===== src/rtl/regwb_arbiter.sv =====
// ============================================================================
// regwb_arbiter: two-requester (ALU/LSU) register-file writeback arbiter with
// one-entry holding buffers, age priority and round-robin tie break.
// Optional macro REGWB_CONFLICT_STATS_EN enables the conflict_cnt counter.
// Revision: 1.0
// ============================================================================
`default_nettype none

module regwb_arbiter #(
  parameter int RADDRWIDTH = 3,
  parameter int REGWIDTH   = 16
) (
  input  logic                  clk,
  input  logic                  rst,
  input  logic                  alu_valid,
  output logic                  alu_ready,
  input  logic [RADDRWIDTH-1:0] alu_waddr,
  input  logic [REGWIDTH-1:0]   alu_wdata,
  input  logic                  lsu_valid,
  output logic                  lsu_ready,
  input  logic [RADDRWIDTH-1:0] lsu_waddr,
  input  logic [REGWIDTH-1:0]   lsu_wdata,
  output logic                  we,
  output logic [RADDRWIDTH-1:0] waddr,
  output logic [REGWIDTH-1:0]   wdata,
  output logic [(2**RADDRWIDTH)-1:0] pend,
  output logic [15:0]           conflict_cnt
);

  localparam int NREG = 2**RADDRWIDTH;

  logic                  alu_v, lsu_v;
  logic                  alu_age, lsu_age;   // set: this entry is older than the other
  logic                  rr_lsu;
  logic [RADDRWIDTH-1:0] alu_a, lsu_a;
  logic [REGWIDTH-1:0]   alu_d, lsu_d;

  logic gnt_alu, gnt_lsu, tie;
  logic alu_acc, lsu_acc;
  logic nx_alu_v, nx_lsu_v;

  // Grant selection; reset masks everything so pending entries never write.
  always_comb begin
    gnt_alu = 1'b0;
    gnt_lsu = 1'b0;
    tie     = 1'b0;
    if (!rst) begin
      if (alu_v && lsu_v) begin
        if (alu_age != lsu_age) begin
          gnt_alu = alu_age;
          gnt_lsu = lsu_age;
        end else begin
          tie     = 1'b1;
          gnt_lsu = rr_lsu;
          gnt_alu = !rr_lsu;
        end
      end else begin
        gnt_alu = alu_v;
        gnt_lsu = lsu_v;
      end
    end
  end

  assign alu_ready = !rst && (!alu_v || gnt_alu);
  assign lsu_ready = !rst && (!lsu_v || gnt_lsu);
  assign alu_acc   = alu_valid && alu_ready;
  assign lsu_acc   = lsu_valid && lsu_ready;
  assign nx_alu_v  = alu_acc || (alu_v && !gnt_alu);
  assign nx_lsu_v  = lsu_acc || (lsu_v && !gnt_lsu);

  always_ff @(posedge clk) begin
    if (rst) begin
      alu_v   <= 1'b0;
      lsu_v   <= 1'b0;
      alu_age <= 1'b0;
      lsu_age <= 1'b0;
      rr_lsu  <= 1'b1;
    end else begin
      alu_v <= nx_alu_v;
      lsu_v <= nx_lsu_v;
      if (alu_acc) begin
        alu_a <= alu_waddr;
        alu_d <= alu_wdata;
      end
      if (lsu_acc) begin
        lsu_a <= lsu_waddr;
        lsu_d <= lsu_wdata;
      end
      // A fresh load is always the younger entry unless both load together.
      if (alu_acc && lsu_acc) begin
        alu_age <= 1'b0;
        lsu_age <= 1'b0;
      end else if (alu_acc) begin
        alu_age <= 1'b0;
        lsu_age <= nx_lsu_v;
      end else if (lsu_acc) begin
        lsu_age <= 1'b0;
        alu_age <= nx_alu_v;
      end
      if (tie) begin
        rr_lsu <= !rr_lsu;
      end
    end
  end

  always_comb begin
    waddr = '0;
    wdata = '0;
    if (gnt_alu) begin
      waddr = alu_a;
      wdata = alu_d;
    end else if (gnt_lsu) begin
      waddr = lsu_a;
      wdata = lsu_d;
    end
  end

  assign we = (gnt_alu || gnt_lsu) && (waddr != '0);

  assign pend[0] = 1'b0;
  for (genvar i = 1; i < NREG; i++) begin : g_pend
    assign pend[i] = !rst && ((alu_v && (alu_a == RADDRWIDTH'(i))) ||
                              (lsu_v && (lsu_a == RADDRWIDTH'(i))));
  end

`ifdef REGWB_CONFLICT_STATS_EN
  logic [15:0] cnt;

  always_ff @(posedge clk) begin
    if (rst) begin
      cnt <= '0;
    end else if (alu_v && lsu_v && (cnt != 16'hFFFF)) begin
      cnt <= cnt + 16'd1;
    end
  end

  assign conflict_cnt = cnt;
`else
  assign conflict_cnt = '0;
`endif

endmodule

`default_nettype wire


===== config.mk =====
export PLATFORM = sky130hd
export DESIGN_NAME = regwb_arbiter
export DESIGN_NICKNAME = d
export VERILOG_FILES = /design/src/rtl/regwb_arbiter.sv
export SDC_FILE = /design/constraint.sdc
export NUM_CORES = 1
export LEC_CHECK = 0
export ABC_AREA = 0
export CORE_MARGIN = 3
export CORE_UTILIZATION = 42
export CTS_CLUSTER_DIAMETER = 120
export DETAILED_ROUTE_END_ITERATION = 10
export PLACE_DENSITY = 0.91
export SYNTH_ARGS = -nofsm -noshare
export SYNTH_HDL_FRONTEND = slang
export SYNTH_SLANG_ARGS = --single-unit

===== constraint.sdc =====
create_clock -name clk -period 3.5 [get_ports clk]
set_clock_uncertainty 0.15 [all_clocks]
set_input_delay 0.7 -clock clk [delete_from_list [all_inputs] [get_ports clk]]
set_output_delay 0.7 -clock clk [all_outputs]
set_load 0.01 [all_outputs]

Word-level counts from Yosys, hierarchy flattened
Cells that the tools add are included.

word-level totals
  register bits after elaboration = 43
  word-level logic and storage cells = 94
  input port bits = 42
  output and inout bits = 46

operators by class
  bitwise gates (word level) = 1
  equality and inequality tests = 15
  multiplexer cells = 15
  reductions and logical operators = 54

operators with widths
  kind                  count
  $mux W16              2
  $logic_and A1 B1 Y1   30
  $eq A3 B3 Y1 const B  8
  $eq A3 B2 Y1 const B  4
  $logic_or A1 B1 Y1    12
  $mux W1               11
  $eq A3 B1 Y1 const B  2
  $logic_not A1 Y1      6
  $mux W3               2
  $reduce_and A2 Y1     2
  $reduce_bool A3 Y1    1
  $reduce_or A3 Y1      1
  $reduce_bool A2 Y1    1
  $reduce_or A2 Y1      1
  $ne A1 B1 Y1          1
  $not A1 Y1            1

Logic depth before layout (Yosys ltp)
  word-level depth = 9
  mapped depth = 5
  mapped depth without buffers = 4

Worst setup path after synthesis
OpenSTA, ideal clock, no wires.

  path type = input to register
  from = input rst
  to = register alu_a[0] (enable)
  stages on the path = 4
  required time = 2.941 ns
  path buffers = 1
  slack = 0.857 ns
  arrival = 2.085 ns
  library setup time = 0.409 ns
  cell sequence = buf_2 inv_1 nand2_1 a31oi_1

on the way
  longest elaborated chain between the ends = 5
  elaborated cells on any way between the ends = 7
  those cells by class = 1 x mux; 1 x bitwise; 5 x reduce/logical

ends and longest elaborated chain
  element                                 line  RTL
  from (decl)                             14    input logic rst,
  $mux W1                                 47    if (!rst) begin
  $logic_or A1 B1 Y1                      64    assign alu_ready = !rst && (!alu_v || gnt_alu);
  $logic_and A1 B1 Y1                     64
  $logic_and A1 B1 Y1                     66    assign alu_acc = alu_valid && alu_ready;
  $reduce_and A2 Y1 (no source line) (*)  -
  to (signal assigned)                    82    alu_a <= alu_waddr;
  to (decl)                               35    logic [RADDRWIDTH-1:0] alu_a, lsu_a;

Mark *: on every way between the ends. The rest lies on a longest branch, timed or not.
A chain may end at the register's enable or synchronous reset.

Worst setup path in the final report
  from = input rst
  to = output we

on the way
  longest elaborated chain between the ends = 5
  elaborated cells on any way between the ends = 7
  those cells by class = 4 x mux; 3 x reduce/logical

ends and longest elaborated chain
  element                  line  RTL
  $mux W1                  47
  $mux W3                  112   end else if (gnt_lsu) begin
  $mux W3                  109   if (gnt_alu) begin
  $reduce_bool A3 Y1       118   assign we = (gnt_alu || gnt_lsu) && (waddr != '0);
  $logic_and A1 B1 Y1 (*)  118
  to (decl)                23    output logic we,

Marks and branches as above.

==> results.ini <==
[run_status]
outcome=completed

[floorplan]
die_x_um=75.6
coreArea_mm2=0.00450
placementRows=24
initial_utilization_pct=45.2
die_area_mm2=0.00572
ioPinCount=88
fp.dieH_um=75.6

[global_route]
grt_usage_pct=16.3
overflow=0
grt_pass1_wl_mm=6.88
grt_start_max_net_pins=25
first_global_vias=1424
antenna_found_initial=0

[run]
drv_cap=0

[timing]
max_freq_ghz=0.301
slew_viol_final=0
rsz0062_at_grt=false
setup_viol=0
min_period_over_period_pct=95.0
hold_viol_final=0
hold_slack_ns=0.435
min_period_ns=3.32
tns_ns=0

[final_layout]
syn_to_final_growth_pct=40.8
drive_gt1_share_pct=9.58
final_nets=283
antenna_cells=0
fillCellCount=334

[synthesis]
ys_warn_count=0
synthCells=163
synth.largest_area_cell=edfxtp_1
ys_seq_area_share_pct=61.0
syn_area_mm2=0.00204
synth_seq_cells=43
synth-edff-count=38
ys_async_sr_fraction_pct=0
syn_area_per_cell_um2=12.5
synthTopCellsByArea=edfxtp_1 56%, a22o_1 6.9%, buf_4 6.6%
synth_top_area_share_pct=56.1
synth_flop_cell=edfxtp_1
post_synth_num_cell_types=37

[setup_path]
r2r_slack_ns=1.54
startpoint=rst
crit_type=in -> out
cp-end-kind=primary output
critPathLaunchType=primary input
crit_required_ns=2.65
crit_fanout=24
r2r_start=lsu_age
arrival_ns=2.47

[clocking]
cts_made_buffers=5
clock_latency_ns=0.29
htreeDepth=2
post_cts_buffers=0
cts_resized=0
ctsLongestPathBuffers=2
cts_sinks=43
root_buffer=clkbuf_8
cts_tree=yes
clk_pin_slew_ns=0.08
postCtsHoldBufs=0

[worst_hold_path]
worstHoldStart=alu_age
hold_class=reg -> reg

[drt]
wl_per_cell_um=14.6
via_count=1502
drt_iter0_markers=106
drc=0
avgViaCountPerCell=5.14
ant_nets=0
dr.pass1.iters=4
wirelength_mm=4.27

[placement]
dp_hpwl_mm=3.27
port_buffers=70
place_congestion=0.910

[power]
p_leak_nw=0.998
power_mw=1.07
vdd_drop_max_mv=0.276
power_density_mw_per_mm2=373

-- area by class of cell --
cell class	count	area, µm²	share of cell area, %
clock inverters	1	7.51	0.262
inverters	3	11.3	0.393
repair buffers	79	793	27.7
clock buffers	5	68.8	2.40
multi-input cells	109	679	23.7
flip-flops and latches	43	1240	43.3
well taps	52	65.1	2.27
-- cells in the final DEF, fill, tap and decap left out, drive strengths merged, types with 3 or more instances in the layout --
cell           Yosys  routed
inv                3       3
nand3              8       8
buf               23       9
nor2              10      10
a31oi              3       3
a21oi              9       9
clkdlybuf4s50      0      70
edfxtp            38      38
nor2b              8       8
nand2             11      11
dfxtp              5       5
o21ai              6       6
a22o              16      16
clkbuf             1       5
conb               1      17
-- path summary, 6_finish.rpt --
check                           cells past startpoint        end
worst min-delay path                                2    alu_age
worst max register to register                      4  lsu_d[15]
worst max-delay path                                7         we
worst min register to register                      2    alu_age
-- kinds of logic after synthesis --
kind of cell,share of synthesized area (%)
AO/OA/AOI/OAI,18.5
AND/OR/NAND/NOR,11.0
flip-flops,61.0
buffers and inverters,8.91
XOR/XNOR,0.430
other,0.184
-- per-layer routing --
layer	share of wire (%)	wire, µm	GRT usage [%]
met2	51	2180	27.9
met5	0	0	0
met3	10	437	6.60
met4	1.2	51	4.66
met1	37	1600	18.8
-- critical path, cell delays in order --
cell	delay, ns
clkdlybuf4s50_1	0.41
nand2b_1	0.17
a221oi_4	0.23
buf_12	0.20
o311ai_1	0.10
o21ai_0	0.09
clkdlybuf4s50_1	0.56
-- sequential cells by signal, summed over array words and instances (netlist names) --
name	cells
alu_v	1
lsu_a	3
lsu_v	1
rr_lsu	1
alu_a	3
alu_d	16
lsu_d	16
alu_age	1
lsu_age	1
-- synth_stat cells, types with 2 or more instances --
| master | count |
|---|---|
| edfxtp_1 | 38 |
| a22o_1 | 16 |
| nand4_1 | 2 |
| dfxtp_1 | 5 |
| nand3_1 | 8 |
| buf_2 | 4 |
| a22oi_1 | 2 |
| a21oi_1 | 9 |
| o21ai_0 | 5 |
| nand2_1 | 11 |
| nor2_1 | 10 |
| inv_1 | 3 |
| a31oi_1 | 3 |
| buf_4 | 18 |
| nor2b_1 | 7 |
-- through the flow --
step	util [%]	setup WS (ns)	area, µm²	std cells
floorplan	-	0.857	2100	179
global placement	61.9	0.183	2790	286
detailed placement	61.9	0.159	2790	286
CTS	63.6	0.158	2870	292
global route	63.6	0.0534	2870	292
finish	63.6	0.175	2870	292
-- report_power, final --
part,switching [mW],leakage [nW],internal (mW)
combinational,0.0800,0.565,0.104
sequential,0.0155,0.397,0.585
clock,0.152,0.0361,0.132
total,0.247,0.998,0.821
No activity file was read; power rests on OpenSTA's default activity.
